### config.mk
export PLATFORM = sky130hd
export DESIGN_NAME = ae_event_packetizer
export DESIGN_NICKNAME = d
export VERILOG_FILES = /design/src/rtl/ae_event_packetizer.sv
export SDC_FILE = /design/constraint.sdc
export NUM_CORES = 1
export LEC_CHECK = 0
export CAP_MARGIN = 20
export CORE_MARGIN = 10
export CORE_UTILIZATION = 30
export CTS_BUF_LIST = sky130_fd_sc_hd__clkbuf_2 sky130_fd_sc_hd__clkbuf_4 sky130_fd_sc_hd__clkbuf_8
export DETAILED_ROUTE_END_ITERATION = 6
export HOLD_SLACK_MARGIN = 0.02
export SLEW_MARGIN = 25
export SYNTH_ARGS = -nofsm -noshare
export SYNTH_HDL_FRONTEND = slang
export SYNTH_SLANG_ARGS = --single-unit
### constraint.sdc
create_clock -name clk_i -period 5.25 [get_ports clk_i]
set_input_delay 1.575 -clock clk_i [delete_from_list [all_inputs] [get_ports clk_i]]
set_output_delay 1.575 -clock clk_i [all_outputs]
set_load 0.01 [all_outputs]
### src/rtl/ae_event_packetizer.sv
// ---------------------------------------------------------------------------
// ae_event_packetizer
// Tags each granted pixel address from the arbiter with a free-running
// timestamp, buffers the tagged events in a first-word-fall-through FIFO,
// inserts a marker packet after every timestamp wrap, and presents the
// stream to the readout on a valid/ready interface.
//
// Ports
//   clk_i        clock
//   reset_i      asynchronous active-high reset
//   evt_valid_i  granted pixel present this cycle
//   x_add_i      granted pixel column address
//   y_add_i      granted pixel row address
//   hold_o       almost-full backpressure to the arbiter (advisory)
//   pkt_valid_o  packet available at FIFO head
//   pkt_data_o   head packet {type, y, x, ts} / {type, 0, 0, epoch}
//   pkt_ready_i  consumer accepts the head packet
//   overflow_o   sticky: at least one event dropped since reset
//   drop_cnt_o   saturating count of dropped events
//   occupancy_o  current FIFO fill level (0..DEPTH)
// ---------------------------------------------------------------------------
module ae_event_packetizer #(
    parameter  int unsigned ADD_W     = 4,
    parameter  int unsigned TS_W      = 16,
    parameter  int unsigned DEPTH     = 16,
    parameter  int unsigned AF_MARGIN = 2,
    parameter  int unsigned DROP_W    = 8,
    localparam int unsigned PKT_W     = 1 + 2 * ADD_W + TS_W,
    localparam int unsigned OCC_W     = $clog2(DEPTH) + 1
) (
    input  logic              clk_i,
    input  logic              reset_i,
    input  logic              evt_valid_i,
    input  logic [ADD_W-1:0]  x_add_i,
    input  logic [ADD_W-1:0]  y_add_i,
    output logic              hold_o,
    output logic              pkt_valid_o,
    output logic [PKT_W-1:0]  pkt_data_o,
    input  logic              pkt_ready_i,
    output logic              overflow_o,
    output logic [DROP_W-1:0] drop_cnt_o,
    output logic [OCC_W-1:0]  occupancy_o
);

    localparam int unsigned AW       = $clog2(DEPTH);
    localparam int unsigned AF_LEVEL = DEPTH - AF_MARGIN;

    // Packet layout, MSB first; marker packets carry the epoch in the ts field.
    typedef struct packed {
        logic              marker;
        logic [ADD_W-1:0]  y;
        logic [ADD_W-1:0]  x;
        logic [TS_W-1:0]   ts;
    } pkt_t;

    // ---------------- state ----------------
    pkt_t              mem [DEPTH];
    logic [TS_W-1:0]   ts_q;
    logic [TS_W-1:0]   epoch_q;
    logic              wrap_pending_q;
    logic [AW-1:0]     wr_ptr_q;
    logic [AW-1:0]     rd_ptr_q;
    logic [OCC_W-1:0]  occ_q;
    pkt_t              head_q;
    logic              valid_q;
    logic              hold_q;
    logic              overflow_q;
    logic [DROP_W-1:0] drop_cnt_q;

    // ---------------- next-state ----------------
    logic              full;
    logic              pop;
    logic              evt_wr;
    logic              evt_drop;
    logic              mkr_wr;
    logic              push;
    pkt_t              wdata;
    logic [TS_W-1:0]   ts_d;
    logic [TS_W-1:0]   epoch_d;
    logic              wrap_pending_d;
    logic [AW-1:0]     wr_ptr_d;
    logic [AW-1:0]     rd_ptr_d;
    logic [OCC_W-1:0]  occ_d;
    pkt_t              head_d;
    logic              overflow_d;
    logic [DROP_W-1:0] drop_cnt_d;

    // Write arbitration, FIFO bookkeeping and counters.
    always_comb begin
        full           = 1'b0;
        pop            = 1'b0;
        evt_wr         = 1'b0;
        evt_drop       = 1'b0;
        mkr_wr         = 1'b0;
        push           = 1'b0;
        wdata          = '0;
        ts_d           = ts_q + TS_W'(1);
        epoch_d        = epoch_q;
        wrap_pending_d = wrap_pending_q;
        wr_ptr_d       = wr_ptr_q;
        rd_ptr_d       = rd_ptr_q;
        occ_d          = occ_q;
        head_d         = '0;
        overflow_d     = overflow_q;
        drop_cnt_d     = drop_cnt_q;

        // Full is judged on the registered level: a same-cycle pop frees nothing.
        full     = (occ_q == OCC_W'(DEPTH));
        pop      = valid_q & pkt_ready_i;
        evt_wr   = evt_valid_i & ~full;
        evt_drop = evt_valid_i & full;
        mkr_wr   = wrap_pending_q & ~evt_valid_i & ~full;
        push     = evt_wr | mkr_wr;

        if (evt_valid_i) begin
            wdata.marker = 1'b0;
            wdata.y      = y_add_i;
            wdata.x      = x_add_i;
            wdata.ts     = ts_q;
        end else begin
            wdata.marker = 1'b1;
            wdata.ts     = epoch_q;
        end

        // A wrap arriving while a marker is still pending collapses into it.
        if (mkr_wr) begin
            wrap_pending_d = 1'b0;
        end
        if (ts_q == '1) begin
            wrap_pending_d = 1'b1;
            epoch_d        = epoch_q + TS_W'(1);
        end

        if (push) begin
            wr_ptr_d = wr_ptr_q + AW'(1);
        end
        if (pop) begin
            rd_ptr_d = rd_ptr_q + AW'(1);
        end
        occ_d = occ_q + OCC_W'(push) - OCC_W'(pop);

        if (evt_drop) begin
            overflow_d = 1'b1;
            if (drop_cnt_q != '1) begin
                drop_cnt_d = drop_cnt_q + DROP_W'(1);
            end
        end

        // Head register: the new head is the entry being written when the
        // FIFO is otherwise empty, else whatever sits at the next read pointer.
        if (occ_d != '0) begin
            if (push && (wr_ptr_q == rd_ptr_d)) begin
                head_d = wdata;
            end else begin
                head_d = mem[rd_ptr_d];
            end
        end
    end

    // Storage array; no reset needed, pointers and head register define contents.
    always_ff @(posedge clk_i) begin
        if (push) begin
            mem[wr_ptr_q] <= wdata;
        end
    end

    // Control and output registers.
    always_ff @(posedge clk_i or posedge reset_i) begin
        if (reset_i) begin
            ts_q           <= '0;
            epoch_q        <= '0;
            wrap_pending_q <= 1'b0;
            wr_ptr_q       <= '0;
            rd_ptr_q       <= '0;
            occ_q          <= '0;
            head_q         <= '0;
            valid_q        <= 1'b0;
            hold_q         <= 1'b0;
            overflow_q     <= 1'b0;
            drop_cnt_q     <= '0;
        end else begin
            ts_q           <= ts_d;
            epoch_q        <= epoch_d;
            wrap_pending_q <= wrap_pending_d;
            wr_ptr_q       <= wr_ptr_d;
            rd_ptr_q       <= rd_ptr_d;
            occ_q          <= occ_d;
            head_q         <= head_d;
            valid_q        <= (occ_d != '0);
            hold_q         <= (occ_d >= OCC_W'(AF_LEVEL));
            overflow_q     <= overflow_d;
            drop_cnt_q     <= drop_cnt_d;
        end
    end

    assign hold_o      = hold_q;
    assign pkt_valid_o = valid_q;
    assign pkt_data_o  = head_q;
    assign overflow_o  = overflow_q;
    assign drop_cnt_o  = drop_cnt_q;
    assign occupancy_o = occ_q;

endmodule

==> results of run 1 <==
==> cell usage in the layout (no fill, tap or decap), drive strengths merged, types with 28 or more instances in the layout <==
| master | synthesis | layout |
|---|---|---|
| nor2 | 29 | 29 |
| buf | 21 | 45 |
| a211oi | 49 | 49 |
| nor3 | 32 | 32 |
| dfrtp | 82 | 82 |
| nand2b | 53 | 53 |
| clkbuf | 39 | 113 |
| clkdlybuf4s50 | 0 | 51 |
| edfxtp | 400 | 400 |
| a21oi | 53 | 53 |
| inv | 46 | 47 |
| mux2i | 115 | 115 |
| mux4 | 50 | 50 |
| nand2 | 85 | 85 |
| xnor2 | 35 | 35 |
| clkinv | 1 | 28 |
==> layer usage <==
| metal | share of wire [%] | global-route usage (%) | routed length (µm) | vias up |
|---|---|---|---|---|
| li1 | - | - | - | 4948 |
| met1 | 43 | 15.6 | 20800 | 5694 |
| met2 | 48 | 20.2 | 23300 | 377 |
| met3 | 6.5 | 2.63 | 3150 | 87 |
| met4 | 2.3 | 4.67 | 1130 | 0 |
| met5 | 0 | 0 | 0 | - |
==> cells in the mapped netlist, types with 12 or more instances <==
master	instances	area share (%)
mux4_2	50	5.7
nor2_1	29	0.55
ha_1	14	0.88
edfxtp_1	400	60
inv_1	44	0.83
xor2_1	12	0.53
clkbuf_1	39	0.74
nand2b_1	53	1.7
a21oi_1	52	1.3
nor3_1	31	0.78
mux2i_1	115	5.8
o22ai_1	25	0.79
a22o_1	25	1.1
nand2_1	84	1.6
dfrtp_1	82	10
a211oi_1	40	1.5
nand3_1	15	0.38
xnor2_1	33	1.5
==> final cells by class <==
type | count | area, µm²
Antenna cell | 1 | 2.50
Clock buffer | 113 | 1440
Clock inverter | 30 | 190
Fill cell | 6113 | 42400
Inverter | 47 | 183
Multi-Input combinational cell | 640 | 5490
Sequential cell | 482 | 14100
Tap cell | 864 | 1080
Timing Repair Buffer | 96 | 916
==> power groups by stage <==
stage	sequential (µW)	combinational (µW)	clock, µW
floorplan	4930	3640	0
global route	4940	5750	3600
CTS	4900	5380	3420
detailed placement	4980	5360	0
finish	4890	5340	3340
global placement	4960	5260	0
==> state kept, by name, summed over array words and instances, names as in the netlist, 4 cells and up <==
register	count
mem	400
rd_ptr_q	4
occupancy_o	5
ts_q	16
drop_cnt_o	8
epoch_q	16
wr_ptr_q	4
pkt_data_o	25
==> worst reg2reg max path, delay by kind of cell, from the launching register on <==
kind	cells	cell delay, ns
xor+xnor	1	0.27
flops	1	0.39
compound gates	3	0.55
fa+ha+maj	4	1.01
buf+inv	8	1.01
simple gates	4	0.47
==> final timing paths <==
path                                        endpoint  cells past startpoint  slack [ns]                      from
max                          pkt_data_o[9]$_DFF_PP0_                     16        0.98               pkt_ready_i
min                           overflow_o$_DFFE_PP0P_                      1        0.46    overflow_o$_DFFE_PP0P_
max reg2reg                  pkt_data_o[9]$_DFF_PP0_                     20        1.39  occupancy_o[3]$_DFF_PP0_
min reg2reg                   overflow_o$_DFFE_PP0P_                      1        0.46    overflow_o$_DFFE_PP0P_
max in group asynchronous   pkt_data_o[18]$_DFF_PP0_                      3        3.05                   reset_i
min in group asynchronous  drop_cnt_o[5]$_DFFE_PP0P_                      2        1.35                   reset_i
==> cell families (layout without fill, tap and decap cells) <==
family,after synthesis,after routing,synth area share (%)
DFF,482,482,70.8
and+or+nand+nor,242,242,6.02
muxes,168,168,11.6
AOI/OAI and AO/OA,166,166,5.82
buffers and inverters,107,286,2.33
xor gates and xnor gates,49,49,2.44
adders and majority gates,15,15,0.982
other,0,1,0
==> per-stage QoR <==
stage | std cells | utilization, % | total power (µW)
CTS | 2272 | 35.5 | 13700
finish | 2273 | 35.5 | 13600
global route | 2273 | 35.5 | 14300
global placement | 2128 | 33.0 | 10200
floorplan | 1229 | - | 8570
detailed placement | 2129 | 33.0 | 10300
==> impl_metrics.env, run 1 <==
export IMPL_cts_tree="done"
export IMPL_tns_ns=0
export IMPL_max_cap_violations=0
export IMPL_ys_seq_elements=482
export IMPL_top_level_ports=53
export IMPL_slew_violations=0
export IMPL_layout_drive_gt1_share_pct=18.9
export IMPL_dpl_cell_area_um2=21700
export IMPL_antenna_found_initial=1
export IMPL_gr_total_overflow=0
export IMPL_worstSetupPathType="primary input to flop"
export IMPL_critPathArrivalTime_ns=4.75
export IMPL_initial_core_util_pct=30.2
export IMPL_clock_sinks=482
export IMPL_synthArstFlopShare_pct=17.0
export IMPL_stdcell_area_um2=23400
export IMPL_path_common_cell="inv_1"
export IMPL_hold_slack_ns=0.463
export IMPL_port_buffers=52
export IMPL_swShare_pct=34.9
export IMPL_crit_chain="clkdlybuf4s50_1 -> nand2_4 -> inv_4 -> ha_1 -> inv_1 -> ha_1 -> inv_1 -> fa_1 -> nand2b_1 -> a21oi_1 -> nor2_1 -> xor2_1 -> inv_1 -> o31ai_4 -> buf_12 -> o22ai_1"
export IMPL_outcome="finished, final reports clean"
export IMPL_avgSynthCellArea_um2=16.2
export IMPL_rsz0062_at_grt="no"
export IMPL_tightest_slew_ns=0.981
export IMPL_synth_cell_type_count=54
export IMPL_clkLatencyLatePin_ns=0.65
export IMPL_power_density_nw_per_um2=581
export IMPL_route_detailed_drc=0
export IMPL_row_count=94
export IMPL_post_place_ws_ns=0.394
export IMPL_synth_flop_cell="edfxtp_1"
export IMPL_synth_edf_count=400
export IMPL_slew_headroom_pct=34.4
export IMPL_synthCells=1229
export IMPL_fin_crit_ns=4.27
export IMPL_slowest_delay_ns=0.58
export IMPL_start_kind="primary input"
export IMPL_path_max_fanout=25
export IMPL_die_area_um2=76900
export IMPL_p_seq_share_pct=36.0
export IMPL_skew_ns=0.0356
export IMPL_hold_path_class="flop to flop"
export IMPL_cellLeakagePower_uw=0.00843
export IMPL_setup_slack_ns=0.980
export IMPL_cts_root_buf="clkbuf_8"
export IMPL_cts_buffers=78
export IMPL_comb_power_share_pct=39.3
export IMPL_power_switching_uw=4740
export IMPL_syn_num_nets=1256
export IMPL_max_freq_mhz=234
export IMPL_coreArea_um2=65700
export IMPL_grt_start_max_net_pins=102
export IMPL_h_tree_depth=3
export IMPL_cts_max_path_buffers=3
export IMPL_synth_area_um2=19900
export IMPL_via_count=11106
export IMPL_wirelength_um=48400
export IMPL_die_height_um=277
export IMPL_grt_pass1_vias=11346
export IMPL_slowest_stage="clkdlybuf4s50_1"
export IMPL_routabilityCongestion=0.781
export IMPL_hold_buffers=0
export IMPL_post_dp_hpwl_um=28300
export IMPL_end_kind="flop"
export IMPL_yosysWarningCount=0
export IMPL_die_x_um=277
export IMPL_cp_data_required_time_ns=5.73
export IMPL_grt_pass1_wl_um=72100
export IMPL_ant_nets=0
export IMPL_cts_resized=0
export IMPL_grt_total_usage_pct=12.3
export IMPL_intPower_uw=8830
export IMPL_area_growth_pct=17.6
export IMPL_hold_violations=0
export IMPL_crit_buf_inv=6
export IMPL_crit_family="buffers and inverters"
export IMPL_fin_crit_sh_pct=81.3
export IMPL_cts_setup_buffers=0
export IMPL_wire_per_inst_um=21.3
export IMPL_drt_iter0_drc=941
export IMPL_setup_viol_count_final=0
export IMPL_ir_drop_mv=0.373
export IMPL_fin_nets=1372
export IMPL_seq_area_frac_synth_pct=70.8
export IMPL_dr_pass1_iters=5
export IMPL_path_clk_slew_ns=0.06
export IMPL_via_per_inst=4.89
export IMPL_p_clk_share_pct=24.6
Power figures use the tool's default switching activity.
==> run 2: changes to the inputs <==
==> constraint.sdc (replaced) <==
create_clock -name clk_i -period 3.5 [get_ports clk_i]
set_input_delay 1.05 -clock clk_i [delete_from_list [all_inputs] [get_ports clk_i]]
set_output_delay 1.05 -clock clk_i [all_outputs]
set_load 0.01 [all_outputs]
==> impl_metrics.env, run 2 (synthesized netlist as in run 1, its figures left out) <==
export IMPL_r2r_start="occupancy_o[3]$_DFF_PP0_"
export IMPL_die_x_um=277
export IMPL_final_common_cell="edfxtp_1"
export IMPL_routabilityCongestion=0.757
export IMPL_end_kind="flop"
export IMPL_h_tree_depth=3
export IMPL_layout_drive_gt1_share_pct=21.4
export IMPL_path_max_fanout=25
export IMPL_setup_slack_ns=0.213
export IMPL_power_switching_uw=7330
export IMPL_fin_crit_sh_pct=93.9
export IMPL_dr_pass1_iters=7
export IMPL_comb_power_share_pct=42.9
export IMPL_post_place_ws_ns=-0.420
export IMPL_antenna_found_initial=2
export IMPL_hold_violations=0
export IMPL_largest_register="mem"
export IMPL_fin_crit_ns=3.29
export IMPL_grt_pass1_wl_um=74300
export IMPL_setup_viol_count_final=0
export IMPL_cellLeakagePower_uw=0.00866
export IMPL_p_seq_share_pct=34.8
export IMPL_cts_max_path_buffers=3
export IMPL_rr_worst_depth=18
export IMPL_tns_ns=0
export IMPL_max_freq_mhz=304
export IMPL_grt_total_usage_pct=12.7
export IMPL_wirelength_um=49300
export IMPL_crit_end="pkt_data_o[9]$_DFF_PP0_"
export IMPL_final_util_pct=36.5
export IMPL_final_cell_mix="400 x edfxtp_1, 115 x mux2i_1, 88 x clkbuf_8"
export IMPL_wire_per_inst_um=21.4
export IMPL_outcome="finished, final reports clean"
export IMPL_dpl_cell_area_um2=22400
export IMPL_cts_tree="done"
export IMPL_clkLatencyLatePin_ns=0.65
export IMPL_initial_core_util_pct=30.2
export IMPL_p_clk_share_pct=22.3
export IMPL_max_cap_violations=0
export IMPL_path_clk_slew_ns=0.06
export IMPL_slew_violations=0
export IMPL_port_buffers=52
export IMPL_fillers=6112
export IMPL_top_level_ports=53
export IMPL_via_per_inst=4.86
export IMPL_cp_data_required_time_ns=4.00
export IMPL_via_count=11216
export IMPL_worstSetupPathType="primary input to flop"
export IMPL_hold_path_class="flop to flop"
export IMPL_ir_drop_mv=0.633
export IMPL_slew_headroom_pct=42.8
export IMPL_clock_sinks=482
export IMPL_hp_start="epoch_q[15]$_DFFE_PP0P_"
export IMPL_skew_ns=0.0203
export IMPL_die_height_um=277
export IMPL_hold_slack_ns=0.471
export IMPL_area_growth_pct=20.6
export IMPL_ant_nets=0
export IMPL_gr_total_overflow=0
export IMPL_die_area_um2=76900
export IMPL_route_detailed_drc=0
export IMPL_r2r_end="pkt_data_o[9]$_DFF_PP0_"
export IMPL_fin_nets=1409
export IMPL_largest_reg_flops=400
export IMPL_tightest_slew_ns=0.858
export IMPL_intPower_uw=13800
export IMPL_power_density_nw_per_um2=883
export IMPL_post_dp_hpwl_um=28800
export IMPL_stdcell_area_um2=24000
export IMPL_drt_iter0_drc=906
export IMPL_grt_start_max_net_pins=101
export IMPL_rsz0062_at_grt="no"
export IMPL_cts_buffers=78
export IMPL_cts_root_buf="clkbuf_8"
export IMPL_swShare_pct=34.6
export IMPL_reg2reg_slack_ns=0.28
export IMPL_critPathArrivalTime_ns=3.79
export IMPL_start_kind="primary input"
export IMPL_coreArea_um2=65700
export IMPL_row_count=94
export IMPL_grt_pass1_vias=11528
export IMPL_cp_startpoint="pkt_ready_i"
## run 2: changes by cell type in the layout (fill, tap and decap cells not counted), moves of 2 or more
cell | previous run | this run
buf_12 | 4 | 35
buf_4 | 39 | 46
bufinv_16 | 2 | 0
clkbuf_4 | 18 | 24
clkbuf_8 | 95 | 88
clkinv_2 | 13 | 10
clkinvlp_4 | 0 | 4
inv_6 | 2 | 0
nor2_1 | 17 | 15
nor2_4 | 10 | 12
nor3_2 | 4 | 1
nor3_4 | 1 | 5
## run 2: critical path, cell delays in order
cell and delay, ns:
clkdlybuf4s50_1 0.54, nand2_4 0.08, inv_4 0.06, ha_1 0.21, inv_1 0.06, ha_2 0.18
inv_2 0.04, fa_2 0.35, nand2b_4 0.15, a21oi_2 0.10, nor2_1 0.06, xor2_1 0.18
inv_1 0.12, o31ai_4 0.23, buf_12 0.26, o22ai_1 0.12
## run 2: area by class of cell
type	instances	area [µm²]	area share (%)
flip-flops and latches	482	14100	58.7
diodes	1	2.50	0.0104
clock buffers	112	1390	5.80
multi-input cells	640	5560	23.2
clock inverters	27	128	0.532
inverters	47	183	0.762
well taps	864	1080	4.51
repair buffers	133	1560	6.51
## run 2: power by group through the flow
stage          clock network, µW  registers (µW)  logic, µW
2_1_floorplan                  0            7400       5570
3_3_place_gp                   0            7470       9030
3_5_place_dp                   0            7500       9150
4_1_cts                     4850            7380       9180
5_1_grt                     5140            7430       9770
6_report                    4720            7370       9090
## run 2: repair_timing
| item | 4_1_cts | 5_1_grt |
|---|---|---|
| endpoints found under the setup margin | 0 | 25 |
| buffers inserted | 0 | 0 |
| hold endpoints to repair | 0 | 0 |
| resized for setup | 0 | 1 |
| hold buffers | 0 | 0 |
## run 2: routing by layer
| layer | share of wire (%) | up-vias | track usage (%) |
|---|---|---|---|
| met5 | 0.034 | - | 0 |
| met1 | 44 | 5775 | 16.7 |
| met2 | 48 | 321 | 20.5 |
| li1 | - | 5030 | - |
| met3 | 5.6 | 88 | 2.57 |
| met4 | 2.4 | 2 | 4.72 |
## run 2: worst min path at each step
| stage | endpoint | slack (ns) | depth (start not counted) |
|---|---|---|---|
| after floorplan | epoch_q[15]$_DFFE_PP0P_ | 0.44 | 1 |
| after global placement | overflow_o$_DFFE_PP0P_ | 0.46 | 1 |
| after detailed placement | overflow_o$_DFFE_PP0P_ | 0.46 | 1 |
| after CTS | overflow_o$_DFFE_PP0P_ | 0.47 | 1 |
| after global routing | epoch_q[15]$_DFFE_PP0P_ | 0.50 | 1 |
| final | epoch_q[15]$_DFFE_PP0P_ | 0.47 | 1 |
## run 2: through the flow
stage	power, µW	std cells
2_1_floorplan	13000	1229
3_3_place_gp	16500	2166
3_5_place_dp	16600	2166
4_1_cts	21400	2305
5_1_grt	22300	2306
6_report	21200	2306
